--- src/rtl/narabe_pkg.sv ---
`default_nettype none
// ============================================================================
//  Module      : narabe_pkg
//  Description : Shared types for the N-in-a-row game engine: cell codes,
//                one-hot FSM states and the game-status encoding.
//  Revision    : 1.0 - initial release
// ============================================================================
package narabe_pkg;

    // Two-bit code stored per board cell
    typedef enum logic [1:0] {
        EMPTY = 2'b00,
        USER  = 2'b01,
        CPU   = 2'b10
    } cell_t;

    // One-hot engine state, exported on the s observation port
    typedef enum logic [7:0] {
        WAIT_USER = 8'b0000_0001,
        CHECK_U   = 8'b0000_0010,
        SCAN_WIN  = 8'b0000_0100,
        SCAN_BLK  = 8'b0000_1000,
        SCAN_FREE = 8'b0001_0000,
        PLACE     = 8'b0010_0000,
        CHECK_C   = 8'b0100_0000,
        DONE      = 8'b1000_0000
    } state_t;

    // Outcome of the current game; drives userWins / draw
    typedef enum logic [1:0] {
        ST_PLAY     = 2'b00,
        ST_USER_WIN = 2'b01,
        ST_CPU_WIN  = 2'b10,
        ST_DRAW     = 2'b11
    } status_t;

endpackage
`default_nettype wire

--- src/rtl/narabe_if.sv ---
`default_nettype none
// ============================================================================
//  Module      : narabe_if
//  Description : Move handshake, CPU move report and board/status bus of the
//                game engine. master = player/host side, slave = engine.
//  Revision    : 1.0 - initial release
// ============================================================================
interface narabe_if #(
    parameter int N = 3
);
    localparam int IW = $clog2(N * N);

    logic              new_game;
    logic              move_valid;
    logic [IW-1:0]     move_idx;
    logic              move_ready;
    logic              move_err;
    logic              cpu_move_valid;
    logic [IW-1:0]     cpu_move_idx;
    logic [2*N*N-1:0]  board;
    logic              isNotEnd;
    logic              userWins;
    logic              draw;
    logic [7:0]        s;

    modport master (
        output new_game, move_valid, move_idx,
        input  move_ready, move_err, cpu_move_valid, cpu_move_idx,
        input  board, isNotEnd, userWins, draw, s
    );

    modport slave (
        input  new_game, move_valid, move_idx,
        output move_ready, move_err, cpu_move_valid, cpu_move_idx,
        output board, isNotEnd, userWins, draw, s
    );

endinterface
`default_nettype wire

--- src/rtl/narabe_win_check.sv ---
`default_nettype none
// ============================================================================
//  Module      : narabe_win_check
//  Description : Combinational line detector. win is high when the given
//                player owns every cell of any row, column or diagonal.
//  Revision    : 1.0 - initial release
// ============================================================================
module narabe_win_check
    import narabe_pkg::*;
#(
    parameter int N = 3
) (
    input  wire logic [2*N*N-1:0] board,
    input  var  cell_t            player,
    output logic                  win
);

    logic [N-1:0] w_row;
    logic [N-1:0] w_col;
    logic         w_diag;
    logic         w_anti;

    // A line survives only if no cell on it differs from the player's code
    always_comb begin
        w_row  = '1;
        w_col  = '1;
        w_diag = 1'b1;
        w_anti = 1'b1;
        for (int r = 0; r < N; r++) begin
            for (int c = 0; c < N; c++) begin
                if (board[2*(r*N+c) +: 2] != player) w_row[r] = 1'b0;
                if (board[2*(c*N+r) +: 2] != player) w_col[r] = 1'b0;
            end
            if (board[2*(r*N+r) +: 2] != player)       w_diag = 1'b0;
            if (board[2*(r*N+N-1-r) +: 2] != player)   w_anti = 1'b0;
        end
        win = (|w_row) | (|w_col) | w_diag | w_anti;
    end

endmodule
`default_nettype wire

--- src/rtl/narabe_engine.sv ---
`default_nettype none
// ============================================================================
//  Module      : narabe_engine
//  Description : N-in-a-row game engine. Accepts user moves, checks for a
//                finished game, then scans the board one cell per cycle to
//                pick and place the CPU move.
//                Build option NARABE_STRATEGY_EN: when defined the CPU first
//                looks for a winning cell, then a blocking cell, before
//                falling back to the first free cell.
//  Revision    : 1.0 - initial release
// ============================================================================
module narabe_engine
    import narabe_pkg::*;
#(
    parameter int N = 3
) (
    input  wire logic CLK,
    input  wire logic RST,
    narabe_if.slave   io
);

    localparam int            c_NC   = N * N;
    localparam int            IW     = $clog2(c_NC);
    localparam int            c_BW   = 2 * c_NC;
    localparam logic [IW-1:0] c_LAST = IW'(c_NC - 1);

    state_t          r_state;
    state_t          w_next;
    status_t         r_status;
    logic [c_BW-1:0] r_board;
    logic [IW-1:0]   r_scan;
    logic [IW-1:0]   r_sel;
    logic [IW-1:0]   r_cpu_idx;
    logic            r_err;
    logic            r_cpu_vld;

    logic            w_full;
    logic            w_move_ok;
    logic            w_scan_empty;
    logic            w_scan_last;
    logic            w_accept;
    logic            w_reject;
    logic            w_select;
    logic            w_user_win;
    logic            w_cpu_win;

    // Board decode: fullness, whether the offered cell is free (an index past
    // the board never matches, so it reads as not free), and the scanned cell
    always_comb begin
        w_full       = 1'b1;
        w_move_ok    = 1'b0;
        w_scan_empty = 1'b0;
        for (int i = 0; i < c_NC; i++) begin
            if (r_board[2*i +: 2] == EMPTY) begin
                w_full = 1'b0;
                if (io.move_idx == IW'(i)) w_move_ok    = 1'b1;
                if (r_scan == IW'(i))      w_scan_empty = 1'b1;
            end
        end
    end

    assign w_scan_last = (r_scan == c_LAST);

    narabe_win_check #(.N(N)) u_user_win (
        .board  (r_board),
        .player (USER),
        .win    (w_user_win)
    );

    narabe_win_check #(.N(N)) u_cpu_win (
        .board  (r_board),
        .player (CPU),
        .win    (w_cpu_win)
    );

`ifdef NARABE_STRATEGY_EN
    logic [c_BW-1:0] w_hyp_cpu;
    logic [c_BW-1:0] w_hyp_user;
    logic            w_hyp_cpu_win;
    logic            w_hyp_user_win;

    // Copies of the board with the scanned cell claimed by each player
    always_comb begin
        w_hyp_cpu  = r_board;
        w_hyp_user = r_board;
        for (int i = 0; i < c_NC; i++) begin
            if (r_scan == IW'(i)) begin
                w_hyp_cpu[2*i +: 2]  = CPU;
                w_hyp_user[2*i +: 2] = USER;
            end
        end
    end

    narabe_win_check #(.N(N)) u_hyp_cpu (
        .board  (w_hyp_cpu),
        .player (CPU),
        .win    (w_hyp_cpu_win)
    );

    narabe_win_check #(.N(N)) u_hyp_user (
        .board  (w_hyp_user),
        .player (USER),
        .win    (w_hyp_user_win)
    );
`endif

    // Next-state logic and per-cycle strobes; new_game overrides everything
    always_comb begin
        w_next   = r_state;
        w_accept = 1'b0;
        w_reject = 1'b0;
        w_select = 1'b0;
        case (r_state)
            WAIT_USER: begin
                if (io.move_valid) begin
                    if (w_move_ok) begin
                        w_accept = 1'b1;
                        w_next   = CHECK_U;
                    end else begin
                        w_reject = 1'b1;
                    end
                end
            end
            CHECK_U: begin
                if (w_user_win || w_full) begin
                    w_next = DONE;
                end else begin
`ifdef NARABE_STRATEGY_EN
                    w_next = SCAN_WIN;
`else
                    w_next = SCAN_FREE;
`endif
                end
            end
`ifdef NARABE_STRATEGY_EN
            SCAN_WIN: begin
                if (w_scan_empty && w_hyp_cpu_win) begin
                    w_select = 1'b1;
                    w_next   = PLACE;
                end else if (w_scan_last) begin
                    w_next = SCAN_BLK;
                end
            end
            SCAN_BLK: begin
                if (w_scan_empty && w_hyp_user_win) begin
                    w_select = 1'b1;
                    w_next   = PLACE;
                end else if (w_scan_last) begin
                    w_next = SCAN_FREE;
                end
            end
`endif
            SCAN_FREE: begin
                if (w_scan_empty) begin
                    w_select = 1'b1;
                    w_next   = PLACE;
                end else if (w_scan_last) begin
                    // Unreachable while CHECK_U screens out a full board
                    w_next = CHECK_C;
                end
            end
            PLACE: begin
                w_next = CHECK_C;
            end
            CHECK_C: begin
                if (w_cpu_win || w_full) w_next = DONE;
                else                     w_next = WAIT_USER;
            end
            DONE: begin
                w_next = DONE;
            end
            default: begin
                w_next = WAIT_USER;
            end
        endcase
        if (io.new_game) begin
            w_next   = WAIT_USER;
            w_accept = 1'b0;
            w_reject = 1'b0;
            w_select = 1'b0;
        end
    end

    // State register
    always_ff @(posedge CLK or posedge RST) begin
        if (RST) r_state <= WAIT_USER;
        else     r_state <= w_next;
    end

    // Board, scan pointer, CPU move report and game outcome
    always_ff @(posedge CLK or posedge RST) begin
        if (RST) begin
            r_board   <= '0;
            r_scan    <= '0;
            r_sel     <= '0;
            r_cpu_idx <= '0;
            r_err     <= 1'b0;
            r_cpu_vld <= 1'b0;
            r_status  <= ST_PLAY;
        end else begin
            r_err     <= 1'b0;
            r_cpu_vld <= 1'b0;
            if (io.new_game) begin
                r_board  <= '0;
                r_scan   <= '0;
                r_status <= ST_PLAY;
            end else begin
                r_err <= w_reject;
                if (w_next != r_state)
                    r_scan <= '0;
                else if (r_state inside {SCAN_WIN, SCAN_BLK, SCAN_FREE})
                    r_scan <= r_scan + 1'b1;
                if (w_select) r_sel <= r_scan;
                for (int i = 0; i < c_NC; i++) begin
                    if (w_accept && (io.move_idx == IW'(i)))
                        r_board[2*i +: 2] <= USER;
                    if ((r_state == PLACE) && (r_sel == IW'(i)))
                        r_board[2*i +: 2] <= CPU;
                end
                if (r_state == PLACE) begin
                    r_cpu_idx <= r_sel;
                    r_cpu_vld <= 1'b1;
                end
                if ((r_state == CHECK_U) && (w_next == DONE))
                    r_status <= w_user_win ? ST_USER_WIN : ST_DRAW;
                if ((r_state == CHECK_C) && (w_next == DONE))
                    r_status <= w_cpu_win ? ST_CPU_WIN : ST_DRAW;
            end
        end
    end

    assign io.move_ready     = (r_state == WAIT_USER);
    assign io.move_err       = r_err;
    assign io.cpu_move_valid = r_cpu_vld;
    assign io.cpu_move_idx   = r_cpu_idx;
    assign io.board          = r_board;
    assign io.isNotEnd       = (r_state != DONE);
    assign io.userWins       = (r_status == ST_USER_WIN);
    assign io.draw           = (r_status == ST_DRAW);
    assign io.s              = r_state;

endmodule
`default_nettype wire

--- src/flat_wrapper.sv ---
// flat-port wrapper written by rule: the top's interface ports become plain ports
module narabe_engine_flat import narabe_pkg::*;
#(
    parameter int N = 3
)
  (CLK, RST, io_new_game, io_move_valid, io_move_idx, io_move_ready, io_move_err, io_cpu_move_valid, io_cpu_move_idx, io_board, io_isNotEnd, io_userWins, io_draw, io_s);
  narabe_if #(.N(N)) io_i ();
  input  wire logic CLK;
  input  wire logic RST;
  input wire logic [$bits(io_i.new_game)-1:0] io_new_game;
  input wire logic [$bits(io_i.move_valid)-1:0] io_move_valid;
  input wire logic [$bits(io_i.move_idx)-1:0] io_move_idx;
  output wire logic [$bits(io_i.move_ready)-1:0] io_move_ready;
  output wire logic [$bits(io_i.move_err)-1:0] io_move_err;
  output wire logic [$bits(io_i.cpu_move_valid)-1:0] io_cpu_move_valid;
  output wire logic [$bits(io_i.cpu_move_idx)-1:0] io_cpu_move_idx;
  output wire logic [$bits(io_i.board)-1:0] io_board;
  output wire logic [$bits(io_i.isNotEnd)-1:0] io_isNotEnd;
  output wire logic [$bits(io_i.userWins)-1:0] io_userWins;
  output wire logic [$bits(io_i.draw)-1:0] io_draw;
  output wire logic [$bits(io_i.s)-1:0] io_s;
  assign io_i.new_game = io_new_game;
  assign io_i.move_valid = io_move_valid;
  assign io_i.move_idx = io_move_idx;
  assign io_move_ready = io_i.move_ready;
  assign io_move_err = io_i.move_err;
  assign io_cpu_move_valid = io_i.cpu_move_valid;
  assign io_cpu_move_idx = io_i.cpu_move_idx;
  assign io_board = io_i.board;
  assign io_isNotEnd = io_i.isNotEnd;
  assign io_userWins = io_i.userWins;
  assign io_draw = io_i.draw;
  assign io_s = io_i.s;
  narabe_engine #(.N(N)) u_core (.CLK(CLK), .RST(RST), .io(io_i));
endmodule
--- config.mk ---
export PLATFORM = sky130hd
export DESIGN_NAME = narabe_engine_flat
export DESIGN_NICKNAME = d
export VERILOG_FILES = /design/src/rtl/narabe_pkg.sv /design/src/rtl/narabe_if.sv /design/src/rtl/narabe_win_check.sv /design/src/rtl/narabe_engine.sv /design/src/flat_wrapper.sv
export SDC_FILE = /design/constraint.sdc
export NUM_CORES = 1
export LEC_CHECK = 0
export BUFFER_PORTS_ARGS = -buffer_cell sky130_fd_sc_hd__buf_2
export CAP_MARGIN = 20
export CELL_PAD_IN_SITES_DETAIL_PLACEMENT = 1
export CELL_PAD_IN_SITES_GLOBAL_PLACEMENT = 1
export CORE_MARGIN = 1.5
export CORE_UTILIZATION = 35
export DETAILED_ROUTE_END_ITERATION = 6
export GPL_ROUTABILITY_DRIVEN = 0
export PLACE_DENSITY = 0.63
export REMOVE_ABC_BUFFERS = 1
export SLEW_MARGIN = 15
export SYNTH_ARGS = -nofsm -noshare
export SYNTH_HDL_FRONTEND = slang
export SYNTH_HIERARCHICAL = 1
export SYNTH_SLANG_ARGS = --single-unit
--- constraint.sdc ---
create_clock -name CLK -period 3.9 [get_ports CLK]
set_input_delay 0.78 -clock CLK [delete_from_list [all_inputs] [get_ports CLK]]
set_output_delay 0.78 -clock CLK [all_outputs]
set_load 0.02 [all_outputs]
; After elaboration in Yosys (flattened, before gate mapping)
; Cells that the tools add are included.
; Widths: inputs -> output; s select.
[word_totals]
reg_bits = 42
[classes]
add_sub_neg = 1
n_eq_ne = 55
mux = 135
n_bitwise = 7
reduce_logical = 52
[op_table]
columns = operator, n
row1 = $mux 1, 101
row2 = $mux 8, 7
row3 = $eq 4x3->1 const B, 12
row4 = $pmux 8 s6, 1
row5 = $mux 2, 22
row6 = $reduce_bool 3->1, 12
row7 = $eq 4x2->1 const B, 6
row8 = $logic_and 1x1->1, 20
row9 = $logic_not 2->1, 9
row10 = $mux 18, 1
row11 = $ne 2x1->1 const B, 9
row12 = $ne 2x2->1 const B, 9
row13 = $eq 8x8->1 const B, 2
row14 = $eq 4x1->1 const B, 3
row15 = $eq 4x4->1 const B, 3
row16 = $logic_not 4->1, 3
row17 = $mux 4, 3
row18 = $reduce_or 3->1, 4
row19 = $eq 8x1->1 const B, 1
row20 = $eq 8x2->1 const B, 1
row21 = $eq 8x3->1 const B, 1
row22 = $eq 8x4->1 const B, 1
row23 = $eq 8x5->1 const B, 1
row24 = $eq 8x6->1 const B, 1
row25 = 10 further kinds, 17

; Depth between registers and ports, before layout
; Gate-level depths: netlist of run 1.
[depth]
depth_word = 28
mapped_depth = 11

; Hierarchy
; Netlist of run 1, hierarchy kept.
[modules_own_cells]
columns = module, n_inst, cells_each, area_per_inst_um2
row1 = narabe_engine, 1, 252, 2442.3
row2 = narabe_win_check, 2, 55, 390.4

; Worst setup path before layout of run 1
; OpenSTA, ideal clock, no wires.
[synth_timing]
kind = reg-to-reg
startpoint = register u_core.r_board[16] (netlist: u_core/io.board[16])
endpoint = register u_core.r_scan[3]
setup_ns = 0.105
arrival_time_ns = 2.480
path_slack_ns = 1.315
path_stages_with_launch = 10
n_path_buf = 0
synth_period_minus_slack_ns = 2.585
path_cell_list = dfrtp_1 > and4_2 > o22ai_1 > nand2_1 > or4_1 > nand3b_1 > a2111oi_1 > a311oi_1 > o211ai_1 > nor4b_1
[synth_via]
elab_chain_cells = 13
word_cells_on_any_way = 35
[synth_lines]
columns = item, line_no
row1 = "start, declared", narabe_engine.sv:30  ; logic [c_BW-1:0] r_board;
row2 = "start signal, assigned", narabe_engine.sv:193  ; r_board <= '0;
row3 = "start signal, assigned", narabe_engine.sv:204  ; r_board <= '0;
row4 = "start signal, assigned by index", narabe_engine.sv:216  ; r_board[2*i +: 2] <= USER;
row5 = $ne 2x1->1 *, "narabe_win_check.sv:31, narabe_win_check.sv:32, narabe_win_check.sv:34"
row6 = $mux 1 (on tied branches), "narabe_win_check.sv:31, narabe_win_check.sv:32"
row7 = $reduce_or 3->1, narabe_win_check.sv:37  ; win = (|w_row) | (|w_col) | w_diag | w_anti;
row8 = $or 1x1->1, narabe_win_check.sv:37
row9 = $or 1x1->1 * (2 in series), narabe_win_check.sv:37
row10 = via u_core.w_user_win, narabe_engine.sv:44  ; logic w_user_win;
row11 = $logic_or 1x1->1 *, narabe_engine.sv:125  ; if (w_user_win || w_full) begin
row12 = $mux 8 *, narabe_engine.sv:125
row13 = $pmux 8 s6 *, narabe_engine.sv:113  ; case (r_state)
row14 = $mux 8 *, narabe_engine.sv:176  ; if (io.new_game) begin
row15 = $ne 8x8->1 *, narabe_engine.sv:209  ; if (w_next != r_state)
row16 = $mux 4, narabe_engine.sv:209
row17 = $mux 4, narabe_engine.sv:203  ; if (io.new_game) begin
row18 = "end signal, assigned", narabe_engine.sv:212  ; r_scan <= r_scan + 1'b1;
row19 = "end, declared", narabe_engine.sv:31  ; logic [IW-1:0] r_scan;
; The timed path passes the listed nets; every way through them passes the cells marked *.
; A chain may end at the register's enable or synchronous reset.

; Worst setup path in the final report of run 1
; Ends and elaborated chain as after synthesis.

==> results of run 1 <==
==> cells in the mapped netlist, types with 4 or more instances <==
master,count,share of area
clkbuf_1,7,0.0082
o22ai_1,17,0.033
a31oi_1,8,0.016
a21oi_1,15,0.023
buf_4,4,0.0093
and4_1,5,0.014
o21ai_0,4,0.0062
and3_1,14,0.027
nand4b_1,4,0.011
xor2_1,14,0.038
dfrtp_1,41,0.32
inv_1,11,0.013
nor3_1,34,0.053
nor2b_1,7,0.014
nor4b_1,6,0.016
mux2_2,8,0.028
nand3b_1,4,0.0093
nor3b_1,9,0.021
a211oi_1,11,0.026
nor2_1,29,0.034
and3_2,12,0.028
nand2_1,9,0.010
ha_1,4,0.016
nor4_1,13,0.025
==> worst max-delay path, stage by stage, from the launching register on <==
cell and delay (ns):
dfrtp_1 0.59, and3_2 0.32, o22ai_1 0.19, a211oi_1 0.12, or4_1 0.61, nand3b_1 0.14, a2111oi_1 0.10, a311oi_1 0.32
o211ai_1 0.23, nor4b_1 0.33
==> per-layer routing <==
| metal | vias up | GRT usage | routed length [µm] |
|---|---|---|---|
| met4 | 0 | 0.0747 | 149 |
| met2 | 85 | 0.360 | 5180 |
| met1 | 1589 | 0.328 | 5080 |
| met5 | - | 0 | 0 |
| met3 | 10 | 0.0319 | 581 |
| li1 | 1466 | - | - |
==> worst paths after layout <==
| check | from | to | slack (ns) | depth (start not counted) |
|---|---|---|---|---|
| max | u_core/io.board[16]$_DFFE_PP0P_ | u_core/r_scan[3]$_DFFE_PP0P_ | 0.86 | 9 |
| min | u_core/io.cpu_move_idx[0]$_DFFE_PP0P_ | u_core/io.cpu_move_idx[0]$_DFFE_PP0P_ | 0.52 | 1 |
| max reg2reg | u_core/io.board[16]$_DFFE_PP0P_ | u_core/r_scan[3]$_DFFE_PP0P_ | 0.86 | 9 |
| min reg2reg | u_core/io.cpu_move_idx[0]$_DFFE_PP0P_ | u_core/io.cpu_move_idx[0]$_DFFE_PP0P_ | 0.52 | 1 |
| max in group asynchronous | RST | u_core/io.board[1]$_DFFE_PP0P_ | 2.93 | 3 |
| min in group asynchronous | RST | u_core/io.s[5]$_DFF_PP0_ | 0.59 | 3 |
==> flip-flops by register name (all words and copies together) (netlist names) <==
name,cells
u_core/io.move_err,1
u_core/io.cpu_move_idx,4
u_core/r_scan,4
u_core/r_status,2
u_core/r_sel,4
u_core/io.board,18
u_core/io.cpu_move_valid,1
u_core/io.s,8
==> through the flow <==
step,area (µm²),setup slack (ns)
6_report,3590,0.856
3_5_place_dp,3450,0.957
4_1_cts,3590,0.911
5_1_grt,3590,0.649
3_3_place_gp,3450,0.957
2_1_floorplan,3090,1.30
==> kinds of logic (layout without fill, tap and decap cells) <==
group,Yosys count,after routing,synth area share
AOI/OAI and AO/OA,84,84,0.186
and+or+nand+nor,170,170,0.330
buffers and inverters,33,64,0.0590
DFF,42,42,0.326
muxes,10,10,0.0342
xor gates and xnor gates,17,17,0.0462
adders and majority gates,4,4,0.0155
other,2,6,0.00233
==> cell type report <==
class / count / area (µm²) / share of cell area
well taps: 108 / 135 / 0.0376
multi-input cells: 291 / 2000 / 0.556
clock buffers: 5 / 68.8 / 0.0192
flip-flops and latches: 42 / 1050 / 0.293
repair buffers: 45 / 230 / 0.0641
clock inverters: 3 / 68.8 / 0.0192
inverters: 11 / 41.3 / 0.0115
==> report_power, final <==
group	internal (W)	total, W	switching, W
combinational	0.0000381	0.000114	0.0000757
sequential	0.000438	0.000444	0.00000618
clock	0.000257	0.000429	0.000172
total	0.000733	0.000987	0.000254
==> out/results.ini, run 1 <==
[run_status]
outcome=complete, but fails checks
failed_checks=design-rule violations

[sta]
tns_ns=0
drv_slew=0
post-route-min-period_ns=3.04
final-hold-violation-count=0
setup_violations=0
rsz0062_at_grt=false
relSlewSlack=0.397
worst_pin_slew_ns=0.897
finalCritPeriodShare=0.780
holdWs_ns=0.519
finClkSkew_ns=0.00311
max_freq_mhz=329

[pwr]
leakage_nw=1.58
power.total_w=0.000987
ir_worst_vdd_mv=0.167
powerDensity_nw_per_um2=275

[clock_network]
cts.reportedPaths.clkPinSlew_ns=0.09
cts_tree=done
clock-sinks=42
post-cts-setup-buffers=0
clock_latency_ns=0.31
cts_resized=0
cts.hold.buffers_added=0
cts.path.max_buffers=2
clock_tree.root_cell=clkbuf_8
htree_levels=2
cts_buffers=5

[floorplan]
fp.dieW_um=99.0
ios=44
core-area_um2=8810
num_rows=34
die_height_um=99.0
die_area_um2=9790
start_util=0.366

[finish]
utilization=0.408
layout_common_cells=buf_2 (43), dfrtp_1 (41), nor3_1 (34)
final_common_cell=buf_2
nNetsFinal=408
final_cells=505
fillerInstances=1038
diodes=0
drive_gt1_frac=0.222
area_growth_pct=11.5

[synthesis]
synth_cell_type_count=65
ys_ff_latch=42
postSynthAreaPerCell_um2=8.90
async_flop_share=1.00
synth_cells=362
synth_flop_cell=dfrtp_1
syn-cell-area_um2=3220
ys_warn_count=6
synth_seq_area_share=0.326
synth_edf_count=0

[global_routing]
grt_util_all_layers=0.230
first_global_vias=3132
antenna_found_initial=0
grt_max_degree=43
grt_overflow=0
grt_pass1_wl_um=17600

[drt]
dr.pass1.iters=6
ant_nets=0
viasPerCell=6.24
wl_per_cell_um=21.8
wl_um=11000
vias=3150
drtIter0Drc=257
drc=3

[setup_path]
crit_required_ns=4.11
critical_path_class=reg -> reg
endpoint_kind=flip-flop
worst-path-max-fanout=17
arrival_ns=3.25
worstSetupStartpointType=flip-flop

[hold_path]
hp-class=reg -> reg

[placed_design]
dp_hpwl_um=7500
portBuffers=43
post-place-cells=497

[flow_run]
cap_viol_max_count=0

Power figures use the tool's default switching activity.
==> inputs of run 2 (changes only) <==
--- a/config.mk
+++ b/config.mk
@@ -13,7 +13,7 @@
 export CORE_UTILIZATION = 35
 export DETAILED_ROUTE_END_ITERATION = 6
 export GPL_ROUTABILITY_DRIVEN = 0
-export PLACE_DENSITY = 0.63
+export PLACE_DENSITY = 0.66
 export REMOVE_ABC_BUFFERS = 1
 export SLEW_MARGIN = 15
 export SYNTH_ARGS = -nofsm -noshare
==> constraint.sdc (replaced) <==
create_clock -name CLK -period 2.5 [get_ports CLK]
set_input_delay 0.5 -clock CLK [delete_from_list [all_inputs] [get_ports CLK]]
set_output_delay 0.5 -clock CLK [all_outputs]
set_load 0.02 [all_outputs]
==> run 2 against run 1 <==
The flow finishes with violations (design-rule violations, negative setup slack). Utilization up 9.7 points. Maximum frequency up 19%. Die area unchanged. Largest power group unchanged. Highest routed layer unchanged.
==> out/results.ini, run 2 (synthesis results as in run 1) <==
[sta]
final-hold-violation-count=0  ; unchanged
fin_ws_ns=-0.0483  ; -0.904 ns
finClkSkew_ns=0.0141  ; +0.0110 ns
post-route-min-period_ns=2.55  ; -0.496 ns
max_freq_mhz=392  ; +19%
rsz0062_at_grt=true
worst_pin_slew_ns=0.666  ; -0.231 ns
tns_ns=-0.170  ; -0.170 ns
relSlewSlack=0.556  ; +0.159
drv_slew=0  ; unchanged
finalCritPeriodShare=1.02  ; +0.239
setup_violations=4  ; +4

[setup_path]
crit_required_ns=2.70  ; -1.41 ns
endpoint_kind=flip-flop
arrival_ns=2.75  ; -0.50 ns
worstSetupStartpointType=flip-flop
critical_path_class=reg -> reg
worst-path-max-fanout=4  ; -13

[drt]
viasPerCell=5.99  ; -3.9%
wl_um=12300  ; +12%
drtIter0Drc=162  ; -37%
wl_per_cell_um=21.0  ; -3.5%
vias=3505  ; +11%
drc=3  ; unchanged
dr.pass1.iters=6  ; unchanged
ant_nets=0  ; unchanged

[clock_network]
cts_buffers=5  ; unchanged
cts_tree=done
clock_latency_ns=0.30  ; about the same
cts.reportedPaths.clkPinSlew_ns=0.09  ; about the same
clock_tree.root_cell=clkbuf_8
clock-sinks=42  ; unchanged
htree_levels=2  ; unchanged
cts.path.max_buffers=2  ; unchanged

[floorplan]
core-area_um2=8810  ; unchanged
start_util=0.366  ; unchanged
ios=44  ; unchanged
fp.dieW_um=99.0  ; unchanged
die_height_um=99.0  ; unchanged
die_area_um2=9790  ; unchanged
num_rows=34  ; unchanged

[hold_path]
hp-class=in -> async

[finish]
drive_gt1_frac=0.449  ; +0.227
largest_register_ffs=18  ; unchanged
utilization=0.505  ; +0.0972
diodes=0  ; unchanged
area_growth_pct=38.0
layout_common_cells=buf_4 (78), buf_2 (43), dfrtp_1 (30)
final_common_cell=buf_4
final_cells=585  ; +16%
nNetsFinal=488  ; +20%
fillerInstances=1020  ; -1.7%

[global_routing]
grt_overflow=0  ; unchanged
grt_max_degree=33  ; -23%
first_global_vias=3627  ; +16%
antenna_found_initial=0  ; unchanged
grt_pass1_wl_um=19200  ; +9.0%
grt_util_all_layers=0.249  ; +0.0193

[pwr]
powerDensity_nw_per_um2=329  ; +20%
leakage_nw=2.06  ; +30%
ir_worst_vdd_mv=0.337  ; +100%

[placed_design]
portBuffers=43  ; unchanged
dp_hpwl_um=8840  ; +18%
post-place-ws_ns=-0.251  ; -1.21 ns
post-place-cells=562  ; +13%

[run_status]
failed_checks=design-rule violations, negative setup slack
outcome=complete, but fails checks

[flow_run]
cap_viol_max_count=0  ; unchanged

-- run 2: changes by cell type in the layout (fill, tap and decap cells not counted), moves of 7 or more --
cell / previous run / this run
o22ai_2: 2 / 11
dfrtp_1: 41 / 30
nor3_1: 34 / 27
buf_4: 2 / 78
o22ai_1: 17 / 6
dfrtp_2: 0 / 11
-- run 2: power by group --
part	internal [W]	total, W	switching, W
registers	0.000683	0.000690	0.00000734
logic	0.0000883	0.000231	0.000142
clock network	0.000298	0.000542	0.000243
-- run 2: worst paths after layout --
path                                                             from                                     to  slack, ns  cells after the start
worst max-delay path                   u_core/io.board[5]$_DFFE_PP0P_           u_core/r_scan[3]$_DFFE_PP0P_      -0.05                     10
worst min-delay path                                              RST               u_core/io.s[6]$_DFF_PP0_       0.12                      2
worst max register to register         u_core/io.board[5]$_DFFE_PP0P_           u_core/r_scan[3]$_DFFE_PP0P_      -0.05                     10
worst min register to register  u_core/io.cpu_move_idx[1]$_DFFE_PP0P_  u_core/io.cpu_move_idx[1]$_DFFE_PP0P_       0.51                      1
max in group asynchronous                                         RST         u_core/io.board[0]$_DFFE_PP0P_       1.65                      3
min in group CLK                u_core/io.cpu_move_idx[1]$_DFFE_PP0P_  u_core/io.cpu_move_idx[1]$_DFFE_PP0P_       0.51                      1
-- run 2: cell type report --
cell class / instances / area (µm²) / share of cell area
tap: 108 / 135 / 0.0304
inverter: 11 / 41.3 / 0.00928
multi-input combinational: 291 / 2250 / 0.506
clock inverter: 2 / 37.5 / 0.00844
timing repair buffer: 125 / 846 / 0.190
clock buffer: 6 / 72.6 / 0.0163
sequential: 42 / 1070 / 0.240
-- run 2: metrics by stage --
step                      hold WS [ns]  power [W]  instance area [µm²]
after CTS                        0.128    0.00145                 4290
after global routing             0.155    0.00151                 4450
after floorplan                  0.523   0.000818                 3090
after global placement           0.450   0.000887                 3940
final                            0.124    0.00146                 4450
after detailed placement         0.444   0.000890                 3940
-- run 2: what timing repair did --
item / 4_1_cts / 5_1_grt
endpoints found under the setup margin: 8 / 12
gates resized for setup: 33 / 27
pin swaps: 12 / 6
hold buffers: 0 / 0
setup buffers: 13 / 2
-- run 2: routing by layer --
metal / track usage / wire (µm) / vias to the layer above
met4: 0.0967 / 435 / 0
met3: 0.0248 / 556 / 39
met5: 0 / 0 / -
li1: - / - / 1627
met2: 0.439 / 6130 / 122
met1: 0.314 / 5170 / 1717
-- run 2: critical path: stages (launching register included) --
cell and delay, ns:
dfrtp_1 0.44, buf_4 0.18, xor2_1 0.19, a211oi_2 0.09, or4_4 0.56, nand3b_1 0.15, a2111oi_4 0.09, a311oi_1 0.23
o211ai_1 0.15, buf_4 0.18, nor4b_2 0.19
==> inputs of run 3 (changes only) <==
--- a/config.mk
+++ b/config.mk
@@ -5,15 +5,16 @@
 export SDC_FILE = /design/constraint.sdc
 export NUM_CORES = 1
 export LEC_CHECK = 0
-export BUFFER_PORTS_ARGS = -buffer_cell sky130_fd_sc_hd__buf_2
 export CAP_MARGIN = 20
 export CELL_PAD_IN_SITES_DETAIL_PLACEMENT = 1
 export CELL_PAD_IN_SITES_GLOBAL_PLACEMENT = 1
 export CORE_MARGIN = 1.5
 export CORE_UTILIZATION = 35
+export CTS_BUF_LIST = sky130_fd_sc_hd__clkbuf_8
 export DETAILED_ROUTE_END_ITERATION = 6
+export DONT_BUFFER_PORTS = 1
 export GPL_ROUTABILITY_DRIVEN = 0
-export PLACE_DENSITY = 0.66
+export PLACE_DENSITY = 0.6
 export REMOVE_ABC_BUFFERS = 1
 export SLEW_MARGIN = 15
 export SYNTH_ARGS = -nofsm -noshare
==> run 3 against run 2 <==
The flow still finishes with violations (design-rule violations, negative setup slack). Sequential share of layout area grew 1.2 points. Register-to-register slack got worse by 0.06 ns. Combinational power down 15%. Critical path type unchanged. Largest cell class unchanged.
==> out/results.ini, run 3 (synthesis results as in run 1) <==
[drt]
viasPerCell=6.09  ; +1.7%
route.met2.wl_um=6090  ; -0.51%
wl_um=12000  ; -2.5%
drtIter0Drc=166  ; +2.5%
top_layer_used=met4
wl_per_cell_um=21.8  ; +3.7%
vias=3351  ; -4.4%
ant_nets=0  ; unchanged
dr.pass1.iters=7  ; +1
drc=3  ; unchanged
drt-met1-wl_um=5280  ; +2.1%
dr_wl_met3_um=448  ; -19%

[finish]
drive_gt1_frac=0.407  ; -0.0414
area_growth_pct=32.2
final_common_cell=buf_4
finish.instance_area_um2=4260  ; -4.2%
largest_register_ffs=18  ; unchanged
fillerInstances=998  ; -2.2%
diodes=0  ; unchanged
final_cells=550  ; -6.0%
utilization=0.484  ; -0.0212
layout_common_cells=buf_4 (87), nor2_1 (29), nor3_1 (27)
nNetsFinal=454  ; -7.0%

[pwr]
powerDensity_nw_per_um2=340  ; +3.3%
ir_worst_vdd_mv=0.177  ; -48%
leakage_nw=1.88  ; -8.5%

[global_routing]
first_global_vias=3454  ; -4.8%
grt_max_degree=43  ; +30%
grt_pass1_wl_um=19200  ; -0.29%
antenna_found_initial=0  ; unchanged
grt_util_all_layers=0.247  ; -0.00229
grt_overflow=0  ; unchanged

[placed_design]
post-place-cells=527  ; -6.2%
placed_area_um2=3800  ; -3.6%
portBuffers=0  ; -100%
dp_hpwl_um=8660  ; -2.0%

[floorplan]
ios=44  ; unchanged
start_util=0.366  ; unchanged
fp.dieW_um=99.0  ; unchanged
die_area_um2=9790  ; unchanged
core-area_um2=8810  ; unchanged
num_rows=34  ; unchanged
die_height_um=99.0  ; unchanged

[setup_path]
reg2reg_slack_ns=-0.11  ; -0.06 ns
crit_path_cell_trace=and3_2 -> o22ai_1 -> a211oi_2 -> or4_4 -> nand3b_1 -> a2111oi_4 -> a311oi_2 -> o211ai_1 -> buf_4 -> nor4b_4
worst-path-max-fanout=4  ; unchanged
max_stage_delay_ns=0.50  ; -0.06 ns
crit_required_ns=2.70  ; about the same
arrival_ns=2.81  ; +0.06 ns
slowest_stage=or4_4
endpoint_kind=flip-flop
rr_worst_depth=10  ; unchanged
critical_path_class=reg -> reg
worstSetupStartpointType=flip-flop

[clock_network]
htree_levels=2  ; unchanged
clock-sinks=42  ; unchanged
clock_latency_ns=0.29  ; about the same
cts.reportedPaths.clkPinSlew_ns=0.08  ; about the same
cts.path.max_buffers=2  ; unchanged
clock_tree.root_cell=clkbuf_8
cts_buffers=5  ; unchanged
cts_tree=done

[sta]
final-hold-violation-count=0  ; unchanged
relSlewSlack=0.393  ; -0.162
fin_ws_ns=-0.107  ; -0.0588 ns
setup_violations=3  ; -1
finClkSkew_ns=0.00482  ; -0.00926 ns
post-route-min-period_ns=2.61  ; +0.0588 ns
rsz0062_at_grt=true
drv_slew=0  ; unchanged
max_freq_mhz=384  ; -2.3%
finalCritPeriodShare=1.04  ; +0.0235
holdWs_ns=0.255  ; +0.131 ns
tns_ns=-0.222  ; -0.0515 ns
worst_pin_slew_ns=0.909  ; +0.243 ns

[flow_run]
cap_viol_max_count=0  ; unchanged

[hold_path]
holdPathStages=1
hp-class=in -> reg

[run_status]
outcome=complete, but fails checks
failed_checks=design-rule violations, negative setup slack

run 3: routing by layer:
metal	track usage	vias up
met5	0	-
met4	0.0648	0
met3	0.0333	14
met2	0.436	76
met1	0.317	1701
li1	-	1560
run 3: stage by stage:
stage / worst slack (ns) / total power (W)
after global placement: -0.174 / 0.000865
after CTS: -0.0467 / 0.00144
after floorplan: -0.102 / 0.000818
after detailed placement: -0.294 / 0.000868
final: -0.107 / 0.00145
after global routing: -0.159 / 0.00150
run 3: power by group:
group	switching (W)	internal, W	total, W
Combinational	0.000119	0.0000777	0.000197
Sequential	0.00000566	0.000683	0.000689
Clock	0.000242	0.000320	0.000562
Total	0.000367	0.00108	0.00145
run 3: area by class of cell:
cell class / count / area (µm²) / share of cell area
clock buffers: 6 / 82.6 / 0.0194
clock inverters: 1 / 30.0 / 0.00705
flip-flops and latches: 42 / 1070 / 0.251
multi-input cells: 291 / 2200 / 0.516
well taps: 108 / 135 / 0.0317
repair buffers: 91 / 701 / 0.164
inverters: 11 / 41.3 / 0.00969
run 3: worst max-delay path, delay by kind of cell (launching register included):
kind,cells,cell delay [ns]
AO/OA/AOI/OAI,5,0.83
buffers and inverters,1,0.18
flip-flops,1,0.43
AND/OR/NAND/NOR,4,1.07
run 3: final timing paths:
check	to	start
hold reg to reg	u_core/r_status[1]$_DFFE_PP0P_	u_core/r_status[1]$_DFFE_PP0P_
min in group asynchronous	u_core/io.s[1]$_DFF_PP0_	RST
setup reg to reg	u_core/r_scan[3]$_DFFE_PP0P_	u_core/io.board[12]$_DFFE_PP0P_
hold / removal	u_core/io.board[14]$_DFFE_PP0P_	io_new_game
max in group asynchronous	u_core/io.board[6]$_DFFE_PP0P_	RST
setup / recovery	u_core/r_scan[3]$_DFFE_PP0P_	u_core/io.board[12]$_DFFE_PP0P_
run 3: timing repair:
| item | 4_1_cts | 5_1_grt |
|---|---|---|
| hold buffers | 0 | 0 |
| buffers inserted | 10 | 6 |
| setup endpoints to repair | 7 | 12 |
| resized for setup | 25 | 28 |
| pin swaps | 5 | 8 |
